## src/rtl/axi_lite_pkg.sv

```systemverilog
// rtl/axi_lite_pkg.sv - shared response codes and FSM state types for the AXI4-Lite register slave
package axi_lite_pkg;

    typedef enum logic [1:0] {
        OKAY   = 2'b00,
        EXOKAY = 2'b01,
        SLVERR = 2'b10,
        DECERR = 2'b11
    } resp_t;

    typedef enum logic [1:0] {
        W_IDLE,
        W_HAVE_ADDR,
        W_HAVE_DATA,
        W_RESP
    } wr_state_t;

    typedef enum logic {
        R_IDLE,
        R_RESP
    } rd_state_t;

endpackage

```

## src/rtl/axi_lite_regfile.sv

```systemverilog
// rtl/axi_lite_regfile.sv - NUM_REGS x 32 register bank, one byte-strobed write port, one read port
module axi_lite_regfile #(
    parameter int NUM_REGS = 4
) (
    input  logic                          clk,
    input  logic                          rst,
    input  logic                          we,
    input  logic [$clog2(NUM_REGS)-1:0]   widx,
    input  logic [31:0]                   wdata,
    input  logic [3:0]                    wstrb,
    input  logic [$clog2(NUM_REGS)-1:0]   ridx,
    output logic [31:0]                   rdata,
    output logic [NUM_REGS*32-1:0]        regs_o
);

    logic [NUM_REGS-1:0][31:0] regs_d, regs_q;

    always_comb begin
        regs_d = regs_q;
        if (we) begin
            for (int b = 0; b < 4; b++) begin
                if (wstrb[b]) begin
                    regs_d[widx][8*b +: 8] = wdata[8*b +: 8];
                end
            end
        end
    end

    always_ff @(posedge clk) begin
        if (rst) begin
            regs_q <= '0;
        end else begin
            regs_q <= regs_d;
        end
    end

    // Read port sees the pre-write contents when a write lands on the same edge.
    assign rdata  = regs_q[ridx];
    assign regs_o = regs_q;

endmodule

```

## src/rtl/axi_lite_slave_regs.sv

```systemverilog
// rtl/axi_lite_slave_regs.sv - AXI4-Lite slave exposing a byte-writable register bank
module axi_lite_slave_regs
    import axi_lite_pkg::*;
#(
    parameter int ADDR_W   = 32,
    parameter int NUM_REGS = 4
) (
    input  logic                   ACLK,
    input  logic                   ARESET,
    input  logic [ADDR_W-1:0]      AWADDR,
    input  logic                   AWVALID,
    output logic                   AWREADY,
    input  logic [31:0]            WDATA,
    input  logic [3:0]             WSTRB,
    input  logic                   WVALID,
    output logic                   WREADY,
    output logic [1:0]             BRESP,
    output logic                   BVALID,
    input  logic                   BREADY,
    input  logic [ADDR_W-1:0]      ARADDR,
    input  logic                   ARVALID,
    output logic                   ARREADY,
    output logic [31:0]            RDATA,
    output logic [1:0]             RRESP,
    output logic                   RVALID,
    input  logic                   RREADY,
    output logic [NUM_REGS*32-1:0] regs_o
);

    localparam int IDX_W = $clog2(NUM_REGS);

    function automatic logic in_range(input logic [ADDR_W-1:0] a);
        return (a >> (IDX_W + 2)) == '0;
    endfunction

    wr_state_t         wr_state_d, wr_state_q;
    rd_state_t         rd_state_d, rd_state_q;
    logic [ADDR_W-1:0] awaddr_d, awaddr_q;
    logic [31:0]       wdata_d, wdata_q;
    logic [3:0]        wstrb_d, wstrb_q;
    resp_t             bresp_d, bresp_q;
    resp_t             rresp_d, rresp_q;
    logic [31:0]       rdata_d, rdata_q;
    logic [31:0]       reg_rdata;
    logic              aw_hs, w_hs, ar_hs, commit, reg_we;
    logic [ADDR_W-1:0] c_addr;
    logic [31:0]       c_data;
    logic [3:0]        c_strb;
    logic              unused_addr_bits;

    // Readies come from state only; ARESET is the sole combinational gate.
    assign AWREADY = !ARESET && (wr_state_q == W_IDLE || wr_state_q == W_HAVE_DATA);
    assign WREADY  = !ARESET && (wr_state_q == W_IDLE || wr_state_q == W_HAVE_ADDR);
    assign ARREADY = !ARESET && (rd_state_q == R_IDLE);
    assign BVALID  = (wr_state_q == W_RESP);
    assign RVALID  = (rd_state_q == R_RESP);
    assign BRESP   = bresp_q;
    assign RRESP   = rresp_q;
    assign RDATA   = rdata_q;

    assign aw_hs = AWVALID && AWREADY;
    assign w_hs  = WVALID && WREADY;
    assign ar_hs = ARVALID && ARREADY;

    always_comb begin
        wr_state_d = wr_state_q;
        awaddr_d   = awaddr_q;
        wdata_d    = wdata_q;
        wstrb_d    = wstrb_q;
        bresp_d    = bresp_q;
        commit     = 1'b0;
        c_addr     = awaddr_q;
        c_data     = wdata_q;
        c_strb     = wstrb_q;
        case (wr_state_q)
            W_IDLE: begin
                if (aw_hs && w_hs) begin
                    commit = 1'b1;
                    c_addr = AWADDR;
                    c_data = WDATA;
                    c_strb = WSTRB;
                end else if (aw_hs) begin
                    awaddr_d   = AWADDR;
                    wr_state_d = W_HAVE_ADDR;
                end else if (w_hs) begin
                    wdata_d    = WDATA;
                    wstrb_d    = WSTRB;
                    wr_state_d = W_HAVE_DATA;
                end
            end
            W_HAVE_ADDR: begin
                if (w_hs) begin
                    commit = 1'b1;
                    c_data = WDATA;
                    c_strb = WSTRB;
                end
            end
            W_HAVE_DATA: begin
                if (aw_hs) begin
                    commit = 1'b1;
                    c_addr = AWADDR;
                end
            end
            W_RESP: begin
                if (BREADY) wr_state_d = W_IDLE;
            end
            default: wr_state_d = W_IDLE;
        endcase
        if (commit) begin
            wr_state_d = W_RESP;
            bresp_d    = in_range(c_addr) ? OKAY : DECERR;
        end
    end

    always_comb begin
        rd_state_d = rd_state_q;
        rdata_d    = rdata_q;
        rresp_d    = rresp_q;
        case (rd_state_q)
            R_IDLE: begin
                if (ar_hs) begin
                    rd_state_d = R_RESP;
                    rdata_d    = in_range(ARADDR) ? reg_rdata : 32'h0;
                    rresp_d    = in_range(ARADDR) ? OKAY : DECERR;
                end
            end
            R_RESP: begin
                if (RREADY) rd_state_d = R_IDLE;
            end
            default: rd_state_d = R_IDLE;
        endcase
    end

    always_ff @(posedge ACLK) begin
        if (ARESET) begin
            wr_state_q <= W_IDLE;
            rd_state_q <= R_IDLE;
            awaddr_q   <= '0;
            wdata_q    <= '0;
            wstrb_q    <= '0;
            bresp_q    <= OKAY;
            rresp_q    <= OKAY;
            rdata_q    <= '0;
        end else begin
            wr_state_q <= wr_state_d;
            rd_state_q <= rd_state_d;
            awaddr_q   <= awaddr_d;
            wdata_q    <= wdata_d;
            wstrb_q    <= wstrb_d;
            bresp_q    <= bresp_d;
            rresp_q    <= rresp_d;
            rdata_q    <= rdata_d;
        end
    end

    assign reg_we           = commit && in_range(c_addr);
    assign unused_addr_bits = ^{c_addr[1:0], ARADDR[1:0]};

    axi_lite_regfile #(
        .NUM_REGS (NUM_REGS)
    ) u_regfile (
        .clk    (ACLK),
        .rst    (ARESET),
        .we     (reg_we),
        .widx   (c_addr[IDX_W+1:2]),
        .wdata  (c_data),
        .wstrb  (c_strb),
        .ridx   (ARADDR[IDX_W+1:2]),
        .rdata  (reg_rdata),
        .regs_o (regs_o)
    );

endmodule

```

## config.mk

```make
export PLATFORM = sky130hd
export DESIGN_NAME = axi_lite_slave_regs
export DESIGN_NICKNAME = d
export VERILOG_FILES = /design/src/rtl/axi_lite_pkg.sv /design/src/rtl/axi_lite_regfile.sv /design/src/rtl/axi_lite_slave_regs.sv
export SDC_FILE = /design/constraint.sdc
export NUM_CORES = 1
export LEC_CHECK = 0
export CORE_MARGIN = 2
export CORE_UTILIZATION = 49
export DETAILED_ROUTE_END_ITERATION = 7
export GPL_ROUTABILITY_DRIVEN = 0
export PLACE_DENSITY = 0.92
export SYNTH_ARGS = -nofsm -noshare
export SYNTH_HDL_FRONTEND = slang
export SYNTH_SLANG_ARGS = --single-unit
```

## constraint.sdc

```tcl
create_clock -name ACLK -period 4.5 [get_ports ACLK]
set_input_delay 1.35 -clock ACLK [delete_from_list [all_inputs] [get_ports ACLK]]
set_output_delay 1.35 -clock ACLK [all_outputs]
set_load 0.03 [all_outputs]
```

After elaboration in Yosys (flattened, before gate mapping):

Cells that the tools add are included.

* register bits: 235
* input bits: 107
* output and inout port bits: 169
* logic and storage cells: 90

* magnitude comparators: 3
* equality and inequality tests: 6
* mux-type cells: 46
* bitwise gates (word level): 3
* reduce and logical (&&, ||, !) cells: 20

Operators with widths (number)
* two-way mux 128 bit: 7
* bitwise mux 128 bit: 4
* demux 32 bit (select 2 bit): 4
* two-way mux 32 bit: 7
* one-hot mux 32 bit (2 select lines): 2
* binary-select mux 32 bit (select 2 bit): 1
* logical NOT 32 bit: 2
* two-way mux 24 bit: 1
* two-way mux 16 bit: 1
* two-way mux 2 bit: 7
* logical AND 1 bit: 9
* two-way mux 4 bit: 2
* two-way mux 8 bit: 1
* one-hot mux 4 bit (2 select lines): 1
* less-than comparator 2 x 3 -> 1 bit (second input constant): 2
* two-way mux 1 bit: 5
* == test 2 bit (second input constant): 2
* inequality test 4 bit (second input constant): 1
* one-hot mux 2 bit (2 select lines): 1
* AND reduction 2 bit: 2
* AND reduction 4 bit: 1
* inequality test 3 x 1 -> 1 bit (second input constant): 1
* inequality test 3 bit (second input constant): 1
* inverter 1 bit: 3
* other kinds (9): 10

Longest topological paths before layout:

* word-level depth: 22
* depth in mapped cells: 8
* depth with buffers taken out: 6

Hierarchy:

A second synthesis with hierarchy kept.

* cell total of the unflattened synthesis: 1016
* area total of the unflattened synthesis: 10608.9 µm²

Modules (own cells, without submodules)
* axi_lite_regfile: instances 1, cells an instance 507, area an instance 6070.8 µm², seq. area each 2562.5 µm²
* axi_lite_slave_regs: instances 1, cells an instance 509, area an instance 4538.1 µm², seq. area each 2062.0 µm²

Least setup slack after synthesis:

OpenSTA, ideal clock, no wires.

* kind: input to output
* start point: input port ARESET
* end point: output port AWREADY
* data arrival time: 2.655 ns
* required time: 3.150 ns
* slack: 0.495 ns
* stages: 5
* buffers on the path: 4
* cell sequence: clkbuf_1 clkbuf_1 buf_1 buf_1 nor2_1

* longest elaborated chain between the ends: 2

RTL lines
* start, declared: RTL line axi_lite_slave_regs.sv:9 `input logic ARESET,`
* logical NOT 1 bit: RTL line axi_lite_slave_regs.sv:52 `assign AWREADY = !ARESET && (wr_state_q == W_IDLE || wr_state_q == W_HAVE_DATA);`
* logical AND 1 bit: RTL line axi_lite_slave_regs.sv:52
* end, declared: RTL line axi_lite_slave_regs.sv:12 `output logic AWREADY,`

No other way between the ends.

Final worst setup path:

* start point: input port ARESET
* end point: output port ARREADY

* longest elaborated chain between the ends: 2

RTL lines
* logical NOT 1 bit: RTL line axi_lite_slave_regs.sv:54 `assign ARREADY = !ARESET && (rd_state_q == R_IDLE);`
* logical AND 1 bit: RTL line axi_lite_slave_regs.sv:54
* end, declared: RTL line axi_lite_slave_regs.sv:22 `output logic ARREADY,`

No other way between the ends.

==> flow_metrics.env <==
export IMPL_synthDistinctLibCells=41
export IMPL_start_kind="input port"
export IMPL_fin_setup_tns_ps=0
export IMPL_drive_above_1_share_pct=19.3
export IMPL_drt_first_iter_violations=420
export IMPL_syn_instance_count=1080
export IMPL_cts_buffers=25
export IMPL_arrival_ps=2510
export IMPL_drv_cap=0
export IMPL_pre_cts_ws_ps=237
export IMPL_dp_hpwl_microns=19800
export IMPL_ys_warn_count=0
export IMPL_path_buf_inv=2
export IMPL_routed_wl_microns=29500
export IMPL_hold_ws_ps=454
export IMPL_grt_start_max_net_pins=89
export IMPL_period_share_pct=85.9
export IMPL_critical_path_required_ps=3150
export IMPL_port_buffers=271
export IMPL_p_leak_nw=5.08
export IMPL_place_area_sq_mm=0.0135
export IMPL_path_cells="clkbuf_8 -> nor2_1 -> clkdlybuf4s50_1"
export IMPL_synth_edf_count=0
export IMPL_cts_resized=0
export IMPL_hp_class="reg2reg"
export IMPL_cts_htree_levels=1
export IMPL_cts_tree="done"
export IMPL_irDropWorstVdd_mv=0.237
export IMPL_rsz0062_at_grt="no"
export IMPL_max_stage_delay_ps=690
export IMPL_holdBufCountCts=0
export IMPL_relSlewSlack_pct=21.7
export IMPL_vias=8866
export IMPL_die_w_microns=150
export IMPL_hold_viol_final=0
export IMPL_crit_fanout=54
export IMPL_clk_pin_slew_worst_paths_ps=60
export IMPL_mostFrequentLayoutCells="clkdlybuf4s50_1 (268), nand2_1 (234), dfxtp_1 (231), a21oi_1 (131), nor2b_1 (129)"
export IMPL_cts_sinks=231
export IMPL_async_flop_share_pct=0
export IMPL_die_h_microns=150
export IMPL_synthXorXnorAreaFrac_pct=0
export IMPL_path_class="in2out"
export IMPL_endpoint_kind="output pin"
export IMPL_antenna_found_initial=1
export IMPL_clock_root_buffer="clkbuf_16"
export IMPL_synth_compound_area_share_pct=7.37
export IMPL_synthAdderAreaFrac_pct=0
export IMPL_first_pass_iters=5
export IMPL_wire_per_inst_microns=18.1
export IMPL_drv_slew=0
export IMPL_synth_area_per_cell_sq_um=9.70
export IMPL_crit_family="buffers and inverters"
export IMPL_ant_nets=0
export IMPL_fmax_mhz=259
export IMPL_area_growth_pct=36.9
export IMPL_rows=53
export IMPL_synth_ff_latch_count=231
export IMPL_overflow=0
export IMPL_nets=1447
export IMPL_setup_viol=0
export IMPL_synth_top_family_by_area="simple AND/OR/NAND/NOR gates"
export IMPL_grt_pass1_wl_microns=46200
export IMPL_final_area_sq_mm=0.0143
export IMPL_synth_top_area_cell="dfxtp_1"
export IMPL_drc=0
export IMPL_yosys_top_cells_area="dfxtp_1 (44%), mux2_2 (14%), nand2_1 (8.5%), nor2b_1 (7.7%), mux4_2 (6.9%)"
export IMPL_clk_path_buf_depth=3
export IMPL_initial_core_util_pct=49.8
export IMPL_final_common_cell="clkdlybuf4s50_1"
export IMPL_vias_per_cell=5.43
export IMPL_synth_top_area_share_pct=44.2
export IMPL_worstSkewPairLatency_ps=520
export IMPL_status="finished, final reports clean"
export IMPL_setup_slack_ps=635
export IMPL_yosys_most_used_dff="dfxtp_1"
export IMPL_synth_simple_gate_area_share_pct=24.7
export IMPL_syn_num_nets=1187
export IMPL_ios=276
export IMPL_power_density_mw_per_mm2=314
export IMPL_period_needed_ps=3860
export IMPL_grt_pass1_vias=8811
export IMPL_fin_worst_skew_ps=9.36
export IMPL_core_area_sq_mm=0.0210
export IMPL_syn_area_sq_mm=0.0105
export IMPL_die_area_sq_mm=0.0226
export IMPL_ys_seq_area_share_pct=44.2
export IMPL_cp_slowest_cell="clkdlybuf4s50_1"
export IMPL_tightest_slew_ps=1170
export IMPL_grt_util_all_layers_pct=25.6
export IMPL_synth_mux_area_share_pct=21.0
export IMPL_postCtsSetupBuffers=0
==> layout make-up <==
cell class	instances	area (sq um)
inverters	2	7.51
multi-input cells	780	5590
diodes	1	2.50
fillers	1514	6690
well taps	275	344
clock buffers	39	788
repair buffers	300	2920
flip-flops and latches	231	4620
clock inverters	6	55.1
==> kinds of logic (layout without fill, tap and decap cells) <==
group | Yosys count | count (layout)
DFF | 231 | 231
AOI/OAI and AO/OA | 144 | 144
buffers and inverters | 69 | 347
and+or+nand+nor | 472 | 472
muxes | 164 | 164
other | 0 | 1
==> path summary, 6_finish.rpt <==
kind                                                           to  cells past startpoint                       start  slack (ps)
worst max-delay path                                      ARREADY                      3                      ARESET         640
worst min-delay path                      wdata_q[2]$_SDFFE_PP0P_                      2     wdata_q[2]$_SDFFE_PP0P_         450
worst max register to register  u_regfile.regs_o[99]$_SDFFE_PP0P_                      7  wr_state_q[0]$_SDFFE_PP0P_        1570
worst min register to register            wdata_q[2]$_SDFFE_PP0P_                      2     wdata_q[2]$_SDFFE_PP0P_         450
==> power breakdown <==
part	internal, W	switching [W]
Combinational	0.000146	0.000204
Sequential	0.00206	0.0000151
Clock	0.00125	0.000823
==> cells in the mapped netlist (all sizes together) (4+ instances only) <==
library cell,instances
nand2b,35
clkbuf,53
mux4,32
nor4,35
a21oi,132
nand2,236
buf,14
nor3,8
dfxtp,231
nor2b,129
mux2i,4
nand4,5
nor2,14
o21ai,4
mux2,128
a31oi,4
==> stage by stage <==
step	instances	power, W	utilization (%)
after global placement	1588	0.00246	64.2
after detailed placement	1588	0.00247	64.2
final	1634	0.00450	68.2
after CTS	1633	0.00453	68.2
after global routing	1633	0.00465	68.2
after floorplan	1080	0.00231	-
==> sequential cells by signal, summed over array words and instances, names as in the netlist <==
name / flops
BRESP: 1
RDATA: 32
RRESP: 1
RVALID: 1
awaddr_q: 30
u_regfile.regs_o: 128
wdata_q: 32
wr_state_q: 2
wstrb_q: 4
==> worst reg2reg max path, stage by stage, from the launching register on <==
cell and delay, ps:
dfxtp_1 450, or3b_1 520, nor2_2 320, nor2_1 80
a31oi_1 800, nor4_4 80, buf_4 240, mux2_1 330
==> metal layers <==
layer  vias up  share of wire, %  track usage [%]
li1       4227                 -                -
met3        59               7.0             5.58
met2       301                50             45.4
met4         0               2.2             7.41
met1      4279                41             31.2
met5         -                 0                0
(Power assumes the default switching activity.)
